==> config.mk <==
export PLATFORM = sky130hd
export DESIGN_NAME = instr_fetch_flat
export DESIGN_NICKNAME = d
export VERILOG_FILES = /design/src/rtl/fetch_pkg.sv /design/src/rtl/instr_fetch_if.sv /design/src/rtl/fetch_buf.sv /design/src/rtl/instr_fetch.sv /design/src/flat_wrapper.sv
export SDC_FILE = /design/constraint.sdc
export NUM_CORES = 1
export LEC_CHECK = 0
export BUFFER_PORTS_ARGS = -buffer_cell sky130_fd_sc_hd__buf_2
export CORE_ASPECT_RATIO = 0.8
export CORE_MARGIN = 5
export CORE_UTILIZATION = 30
export DETAILED_ROUTE_END_ITERATION = 8
export PLACE_DENSITY = 0.49
export SYNTH_ARGS = -nofsm -noshare
export SYNTH_HDL_FRONTEND = slang
export SYNTH_SLANG_ARGS = --single-unit
==> constraint.sdc <==
create_clock -name clk -period 6.3 [get_ports clk]
set_input_delay 1.26 -clock clk [delete_from_list [all_inputs] [get_ports clk]]
set_output_delay 1.26 -clock clk [all_outputs]
set_load 0.01 [all_outputs]
==> src/rtl/fetch_pkg.sv <==
// Shared constants and types for the instruction fetch front end.
// Optional build macro: INSTR_FETCH_BYTE_ADDR_EN (byte-addressed PC).
package fetch_pkg;

    localparam int unsigned FETCH_ADDR_W    = 32;
    localparam int unsigned FETCH_DATA_W    = 32;
    localparam logic [31:0] FETCH_RESET_PC  = 32'h0000_0000;
    localparam int unsigned FETCH_BUF_DEPTH = 2;
    localparam int unsigned FETCH_CNT_W     = 2;

    typedef struct packed {
        logic [FETCH_ADDR_W-1:0] pc;
        logic [FETCH_DATA_W-1:0] instr;
    } fetch_entry_t;

endpackage

==> src/rtl/instr_fetch_if.sv <==
// Decode-side valid/ready handshake of the instruction fetch front end.
// Optional build macro: INSTR_FETCH_BYTE_ADDR_EN (out_pc is a byte address).
interface instr_fetch_if
    import fetch_pkg::*;
#(
    parameter int ADDR_W = FETCH_ADDR_W,
    parameter int DATA_W = FETCH_DATA_W
);
    logic              out_valid;
    logic [DATA_W-1:0] out_instr;
    logic [ADDR_W-1:0] out_pc;
    logic              out_ready;

    modport master (output out_valid, output out_instr, output out_pc, input out_ready);
    modport slave  (input out_valid, input out_instr, input out_pc, output out_ready);
endinterface

==> src/rtl/fetch_buf.sv <==
// 2-entry synchronous FIFO of {pc, instr} with flush and a registered head.
// Optional build macro: INSTR_FETCH_BYTE_ADDR_EN (no effect in this block).
module fetch_buf
    import fetch_pkg::*;
#(
    parameter int ADDR_W = FETCH_ADDR_W,
    parameter int DATA_W = FETCH_DATA_W
) (
    input  logic                   clk,
    input  logic                   rst_n,
    input  logic                   flush,
    input  logic                   push,
    input  logic [ADDR_W-1:0]      push_pc,
    input  logic [DATA_W-1:0]      push_instr,
    input  logic                   pop,
    output logic [FETCH_CNT_W-1:0] count,
    output logic                   head_valid,
    output logic [ADDR_W-1:0]      head_pc,
    output logic [DATA_W-1:0]      head_instr
);
    typedef struct packed {
        logic [ADDR_W-1:0] pc;
        logic [DATA_W-1:0] instr;
    } entry_t;

    entry_t                 ent0, ent1, ent0_nxt, ent1_nxt, push_e;
    logic [FETCH_CNT_W-1:0] cnt_nxt;
    logic                   pop_i;

    assign push_e     = '{pc: push_pc, instr: push_instr};
    assign pop_i      = pop & head_valid;
    assign head_pc    = ent0.pc;
    assign head_instr = ent0.instr;

    // Next FIFO contents: ent0 is always the head, ent1 the second entry.
    always_comb begin
        cnt_nxt  = count;
        ent0_nxt = ent0;
        ent1_nxt = ent1;
        if (flush) begin
            cnt_nxt = '0;
        end else begin
            case ({push, pop_i})
                2'b10: begin
                    if (count == '0) ent0_nxt = push_e;
                    else             ent1_nxt = push_e;
                    cnt_nxt = count + 2'd1;
                end
                2'b01: begin
                    ent0_nxt = ent1;
                    cnt_nxt  = count - 2'd1;
                end
                2'b11: begin
                    // Count unchanged; the push lands behind whatever remains.
                    if (count == 2'd1) begin
                        ent0_nxt = push_e;
                    end else begin
                        ent0_nxt = ent1;
                        ent1_nxt = push_e;
                    end
                end
                default: ;
            endcase
        end
    end

    // FIFO state registers, head valid registered alongside the count.
    always_ff @(posedge clk or negedge rst_n) begin
        if (!rst_n) begin
            ent0       <= '0;
            ent1       <= '0;
            count      <= '0;
            head_valid <= 1'b0;
        end else begin
            ent0       <= ent0_nxt;
            ent1       <= ent1_nxt;
            count      <= cnt_nxt;
            head_valid <= (cnt_nxt != '0);
        end
    end
endmodule

==> src/rtl/instr_fetch.sv <==
// Instruction fetch front end: PC, credit-based issue and 2-entry return buffer.
// Optional build macro: INSTR_FETCH_BYTE_ADDR_EN (byte PC, imem_addr = fetch_pc >> 2).
module instr_fetch
    import fetch_pkg::*;
#(
    parameter int                ADDR_W   = FETCH_ADDR_W,
    parameter int                DATA_W   = FETCH_DATA_W,
    parameter logic [ADDR_W-1:0] RESET_PC = ADDR_W'(FETCH_RESET_PC)
) (
    input  logic              clk,
    input  logic              rst_n,
    output logic [ADDR_W-1:0] imem_addr,
    input  logic [DATA_W-1:0] imem_data,
    input  logic              redirect_valid,
    input  logic [ADDR_W-1:0] redirect_pc,
    instr_fetch_if.master     dec
);
`ifdef INSTR_FETCH_BYTE_ADDR_EN
    localparam logic [ADDR_W-1:0] PC_STEP = ADDR_W'(4);
`else
    localparam logic [ADDR_W-1:0] PC_STEP = ADDR_W'(1);
`endif

    logic [ADDR_W-1:0]      fetch_pc, inflight_pc, redirect_tgt;
    logic                   inflight, issue, pop, push;
    logic [FETCH_CNT_W-1:0] count;
    logic [2:0]             occ;
    logic                   head_valid;
    logic [ADDR_W-1:0]      head_pc;
    logic [DATA_W-1:0]      head_instr;

`ifdef INSTR_FETCH_BYTE_ADDR_EN
    assign redirect_tgt = redirect_pc & ~ADDR_W'(3);
    assign imem_addr    = fetch_pc >> 2;
`else
    assign redirect_tgt = redirect_pc;
    assign imem_addr    = fetch_pc;
`endif

    assign pop  = head_valid & dec.out_ready;
    assign push = inflight & ~redirect_valid;
    assign occ  = {1'b0, count} + {2'b00, inflight};

    // Issue only when buffered plus in-flight entries, net of this pop, leave a free slot.
    always_comb begin
        issue = 1'b0;
        if (!redirect_valid && (occ < 3'(FETCH_BUF_DEPTH) + {2'b00, pop}))
            issue = 1'b1;
    end

    // PC and in-flight request tracking; redirect overrides issue.
    always_ff @(posedge clk or negedge rst_n) begin
        if (!rst_n) begin
            fetch_pc    <= RESET_PC;
            inflight    <= 1'b0;
            inflight_pc <= '0;
        end else if (redirect_valid) begin
            fetch_pc <= redirect_tgt;
            inflight <= 1'b0;
        end else if (issue) begin
            inflight    <= 1'b1;
            inflight_pc <= fetch_pc;
            fetch_pc    <= fetch_pc + PC_STEP;
        end else begin
            inflight <= 1'b0;
        end
    end

    fetch_buf #(
        .ADDR_W (ADDR_W),
        .DATA_W (DATA_W)
    ) u_buf (
        .clk        (clk),
        .rst_n      (rst_n),
        .flush      (redirect_valid),
        .push       (push),
        .push_pc    (inflight_pc),
        .push_instr (imem_data),
        .pop        (pop),
        .count      (count),
        .head_valid (head_valid),
        .head_pc    (head_pc),
        .head_instr (head_instr)
    );

    assign dec.out_valid = head_valid;
    assign dec.out_pc    = head_pc;
    assign dec.out_instr = head_instr;
endmodule

==> src/flat_wrapper.sv <==
// flat-port wrapper written by rule: the top's interface ports become plain ports
module instr_fetch_flat import fetch_pkg::*;
#(
    parameter int                ADDR_W   = FETCH_ADDR_W,
    parameter int                DATA_W   = FETCH_DATA_W,
    parameter logic [ADDR_W-1:0] RESET_PC = ADDR_W'(FETCH_RESET_PC)
)
  (clk, rst_n, imem_addr, imem_data, redirect_valid, redirect_pc, dec_out_valid, dec_out_instr, dec_out_pc, dec_out_ready);
  instr_fetch_if #(.ADDR_W(ADDR_W), .DATA_W(DATA_W)) dec_i ();
  input  logic clk;
  input  logic rst_n;
  output logic [ADDR_W-1:0] imem_addr;
  input  logic [DATA_W-1:0] imem_data;
  input  logic redirect_valid;
  input  logic [ADDR_W-1:0] redirect_pc;
  output wire logic [$bits(dec_i.out_valid)-1:0] dec_out_valid;
  output wire logic [$bits(dec_i.out_instr)-1:0] dec_out_instr;
  output wire logic [$bits(dec_i.out_pc)-1:0] dec_out_pc;
  input wire logic [$bits(dec_i.out_ready)-1:0] dec_out_ready;
  assign dec_out_valid = dec_i.out_valid;
  assign dec_out_instr = dec_i.out_instr;
  assign dec_out_pc = dec_i.out_pc;
  assign dec_i.out_ready = dec_out_ready;
  instr_fetch #(.ADDR_W(ADDR_W), .DATA_W(DATA_W), .RESET_PC(RESET_PC)) u_core (.clk(clk), .rst_n(rst_n), .imem_addr(imem_addr), .imem_data(imem_data), .redirect_valid(redirect_valid), .redirect_pc(redirect_pc), .dec(dec_i));
endmodule
# After elaboration in Yosys (flattened, before gate mapping)
# Index checks and enable logic that the tools add are counted.
# word_totals
regBits	196
in_bits	68
out_inout_bits	97
word_cells	49
# classes
addsub	5
n_lt_le_gt_ge	1
eq_ne	7
mux	13
bitwise	4
n_reduce_logical	10
# op_table
op	n
64-bit two-way mux	4
64-bit case mux with 3 select lines	1
64-bit case mux with 2 select lines	1
32-bit two-way mux	2
32-bit by 1-bit adder with 32-bit output, second input constant	1
2-bit != test, second input constant	3
2-bit nonzero test	3
2-bit by 1-bit equality test with 1-bit output, second input constant	2
2-bit equality test, second input constant	2
2-bit case mux with 2 select lines	1
4-bit AND reduction	1
2-bit by 1-bit adder with 3-bit output	1
2-bit by 1-bit adder with 3-bit output, first input constant	1
1-bit bitwise AND	3
3-bit less-than comparator	1
1-bit two-way mux	3
3-bit AND reduction	1
3-bit nonzero test	1
2-bit by 1-bit adder with 2-bit output, second input constant	1
2-bit zero test	1
2-bit two-way mux	1
2-bit AND reduction	1
2-bit by 1-bit subtractor with 2-bit output, second input constant	1
1-bit logical AND	1
other kinds (2)	2

# Depth between registers and ports, before layout
# logic_depth
word_depth	7
depth_mapped	8
depth_no_buf	6

# By module
# Synthesis repeated with hierarchy kept, for this count alone.
# hier_totals
hier_cells	816
area_unflattened_um2	9138.8
# modules_own_cells
module	instances	cells_each	area_each_um2	seq_area_each_um2
fetch_buf	1	535	5974.5	3278.1
instr_fetch	1	281	3164.3	1626.6

# Worst setup path before layout
# No wires, ideal clock.
# synth_path
kind	input-to-reg
from	input dec_out_ready
to	register u_core.u_buf.ent1[0] in the netlist's numbering
setup_time_ns	0.125
arrival_time_ns	2.598
setup_slack_ns	3.577
path_stages	6
n_path_buf	2
cell_sequence	nand2_1 > mux2i_1 > and3_1 > clkbuf_1 > buf_2 > mux2_2
# synth_via
elab_chain_len	5
word_cells_on_any_way	9
# synth_lines
element	line	rtl
from (decl)	flat_wrapper.sv:19	input wire logic [$bits(dec_i.out_ready)-1:0] dec_out_ready;
1-bit bitwise AND *	instr_fetch.sv:40	assign pop = head_valid & dec.out_ready;
1-bit bitwise AND *	fetch_buf.sv:31	assign pop_i = pop & head_valid;
2-bit equality test	fetch_buf.sv:43	case ({push, pop_i})
2-bit != test (no source line) / 2-bit nonzero test (equally long branches)	-	
4-bit AND reduction (no source line)	-	
to (signal assigned)	fetch_buf.sv:76	ent1 <= ent1_nxt;
to (decl)	fetch_buf.sv:26	entry_t ent0, ent1, ent0_nxt, ent1_nxt, push_e;
# Mark *: on every way between the ends. The rest lies on a longest branch, timed or not.
# A chain may end at the register's enable or synchronous reset.

# Final worst setup path
# layout_path
from	input redirect_valid
to	register u_core.u_buf.ent0 (netlist bit u_core.u_buf.head_pc[31])
# layout_via
elab_chain_len	5
word_cells_on_any_way	9
# layout_lines
element	line	rtl
from (decl)	flat_wrapper.sv:14	input logic redirect_valid;
1-bit inverter (no source line) *	-	
1-bit bitwise AND	instr_fetch.sv:41	assign push = inflight & ~redirect_valid;
2-bit equality test / 2-bit by 1-bit equality test with 1-bit output (equally long branches)	fetch_buf.sv:43	
2-bit != test (no source line) / 3-bit nonzero test (equally long branches)	-	
3-bit AND reduction (no source line)	-	
to (signal assigned)	fetch_buf.sv:75	ent0 <= ent0_nxt;
to (decl)	fetch_buf.sv:26	
# Marked as above.

==> results.json <==
{
  "grt_max_degree": 105,
  "drt_wl_total_um": 23200,
  "timing.fmax_mhz": 280,
  "synth_ff_type": "dfrtp_1",
  "crit_path_top_delay_cell": "a31o_4",
  "min_period_ns": 3.57,
  "crit_path_end": "u_core.u_buf.head_pc[31]",
  "ant_nets": 0,
  "finalCritPeriodShare_pct": 56.6,
  "ir_drop_uv": 222,
  "cts_root_buf": "clkbuf_16",
  "cap_violations": 0,
  "die_y_um": 163,
  "arrival_ns": 3.85,
  "timing_worst_setup_path_type": "in -> reg",
  "yosysUniqueCellTypes": 59,
  "synth-edff-count": 0,
  "setup_violations": 0,
  "cts-resized-gates": 0,
  "syn_to_final_growth_pct": 19.6,
  "num_rows": 56,
  "rsz0062_at_grt": "false",
  "clkTransAtPathRegs_ns": 0.07,
  "leakage_nw": 4.79,
  "num_vias": 6229,
  "core_area_um2": 29100,
  "synth.yosys.seq_area_share_pct": 55.5,
  "dieWidth_um": 202,
  "crit_top_cell": "buf_4",
  "path_cells": "buf_2, buf_4, inv_1, buf_4, a31o_4, buf_4, mux2i_1, a21oi_1",
  "io_pins": 165,
  "slew_viol_final": 0,
  "path_max_fanout": 52,
  "cts_setup_buffers": 0,
  "synth_most_common_cell": "dfrtp_1",
  "gr-total-overflow": 0,
  "yosysTopAreaCellShare_pct": 55.5,
  "antenna-diode-count": 0,
  "worstReg2RegStart": "u_core.inflight",
  "cts_inserted_buffers": 17,
  "track_usage_pct": 14.2,
  "postCtsHoldBufs": 0,
  "start_util_pct": 30.3,
  "startpoint": "redirect_valid",
  "synthSimpleGateAreaFrac_pct": 10.5,
  "setup.worst_path.end_class": "flip-flop",
  "dpl.hpwl_um": 15400,
  "hold_path.class": "reg -> reg",
  "synth_commonest_cells": "dfrtp_1 (196), mux2_2 (96), nor2_1 (84)",
  "status": "complete, no violations",
  "drive_gt1_share_pct": 34.8,
  "cpLargestDelayFamily": "buffers and inverters",
  "syn_nets": 827,
  "h-tree-depth": 4,
  "r2r_slack_ns": 3.35,
  "drc_errors": 0,
  "worst_setup_path_start_kind": "input port",
  "r2r-end": "u_core.inflight_pc[3]",
  "dp.cells": 1255,
  "critPathBufInv": 5,
  "max_stage_delay_ns": 0.94,
  "hold_violations": 0,
  "wl_per_cell_um": 18.0,
  "gp_congestion": 0.749,
  "tns_ns": 0,
  "cts_tree": "built",
  "synthAdderAreaFrac_pct": 0.821,
  "synthArstFlopShare_pct": 100,
  "synthCells": 754,
  "clkSinkCount": 196,
  "antenna_found_initial": 0,
  "drtIter0Drc": 297,
  "synth_top_family_by_area": "multiplexers",
  "dieArea_um2": 33000,
  "synth.top_cells.by_area": "dfrtp_1 (56%), mux2_2 (12%), mux2i_1 (7.5%)",
  "insertion_delay_ns": 0.43,
  "netlist_area_um2": 8830,
  "grt_pass1_vias": 6236,
  "worst-path-stages": 8,
  "synth.area.mux_share_pct": 19.7,
  "crit_required_ns": 6.59,
  "synth-warning-count": 0,
  "ys_ff_latch": 196,
  "io_buffer_count": 164,
  "p_per_area_nw_per_um2": 459,
  "grt_pass1_wl_um": 37200,
  "avgSynthCellArea_um2": 11.7,
  "relSlewSlack_pct": 24.3,
  "synth_xor_xnor_area_share_pct": 0.892,
  "finalNonFillerCells": 1286,
  "synth-compound-area-share_pct": 9.56,
  "synth_top_area_cell": "dfrtp_1",
  "worstMarginPinSlew_ns": 1.13,
  "cts_max_path_buffers": 2,
  "nNetsFinal": 970,
  "first_pass_iters": 5,
  "finClkSkew_ns": 0.0143,
  "vias_per_cell": 4.84,
  "worstRegToRegCells": 5
}
==> per-layer routing <==
metal | share of wire, % | wire length [µm] | vias up | GRT usage [%]
li1 | - | - | 3033 | -
met1 | 50 | 11600 | 3062 | 20.7
met2 | 45 | 10400 | 121 | 21.5
met3 | 4.1 | 961 | 13 | 3.41
met4 | 1.1 | 250 | 0 | 3.29
met5 | 0 | 0 | - | 0
==> placed cells by master, fill, tap and decap left out, types with 4 or more instances in the layout <==
cell type and instances:
a211oi_1 4, a21oi_1 69, a221o_1 4, a31oi_1 10, and4_1 5, buf_2 163
buf_4 6, clkbuf_16 17, clkinv_4 4, dfrtp_1 196, ha_1 5, inv_1 10
inv_6 5, mux2_2 96, mux2i_1 66, nand2_1 33, nand3_1 15, nand4_1 10
nor2_1 84, nor3_1 5, nor4_1 4, o21ai_0 11, o311ai_0 7, o31ai_1 10
or2_2 4, or4_1 8, xnor2_1 9
==> flip-flops by register name (all words and copies together), names as in the netlist <==
| name | flops |
|---|---|
| u_core.imem_addr | 32 |
| u_core.inflight | 1 |
| u_core.inflight_pc | 32 |
| u_core.u_buf.count | 2 |
| u_core.u_buf.ent1 | 64 |
| u_core.u_buf.head_instr | 32 |
| u_core.u_buf.head_pc | 32 |
| u_core.u_buf.head_valid | 1 |
==> area by class of cell <==
class	instances	area, µm²
fill	2978	18600
sequential	196	4900
multi-input combinational	500	3710
timing repair buffer	171	895
tap	377	472
clock buffer	17	425
clock inverter	14	121
inverter	11	41.3
==> worst register-to-register path, delay by kind of cell, from the launching register on <==
family	cells	cell delay [ns]
adders and majority gates	1	0.32
DFF	1	0.48
buffers and inverters	1	0.46
and+or+nand+nor	1	0.32
muxes	1	0.39
AOI/OAI and AO/OA	1	0.87
==> worst min-delay path by stage <==
stage / to / from / depth (start not counted) / slack [ns]
after global routing: u_core.u_buf.ent1[56] / u_core.u_buf.ent1[56] / 1 / 0.52
after global placement: u_core.u_buf.ent1[61] / u_core.u_buf.ent1[61] / 1 / 0.49
final: u_core.u_buf.ent1[61] / u_core.u_buf.ent1[61] / 1 / 0.51
after CTS: u_core.u_buf.ent1[45] / u_core.u_buf.ent1[45] / 1 / 0.51
after detailed placement: u_core.u_buf.ent1[49] / u_core.u_buf.ent1[49] / 1 / 0.49
after floorplan: u_core.u_buf.ent1[0] / u_core.u_buf.ent1[0] / 1 / 0.48
==> power breakdown <==
| part | internal (mW) | switching, mW | total [mW] |
|---|---|---|---|
| registers | 1.81 | 0.345 | 2.16 |
| logic | 0.810 | 0.849 | 1.66 |
| clock network | 0.518 | 0.521 | 1.04 |
| total | 3.14 | 1.72 | 4.85 |
==> through the flow <==
step                util [%]  total power, mW  instance area [µm²]  setup slack (ns)  hold slack [ns]
floorplan                  -             3.26                 8830              3.58            0.480
global placement        34.4             3.84                10000              2.29            0.488
detailed placement      34.4             3.88                10000              2.28            0.494
CTS                     36.3             4.95                10600              2.73            0.511
global route            36.3             5.24                10600              2.52            0.516
finish                  36.3             4.85                10600              2.73            0.506
==> cell families after synthesis <==
kind of cell / after synthesis
compound gates: 133
xor+xnor: 9
fa+ha+maj: 6
buf+inv: 58
flops: 196
mux: 162
simple gates: 190
No activity file was read; power rests on OpenSTA's default activity.
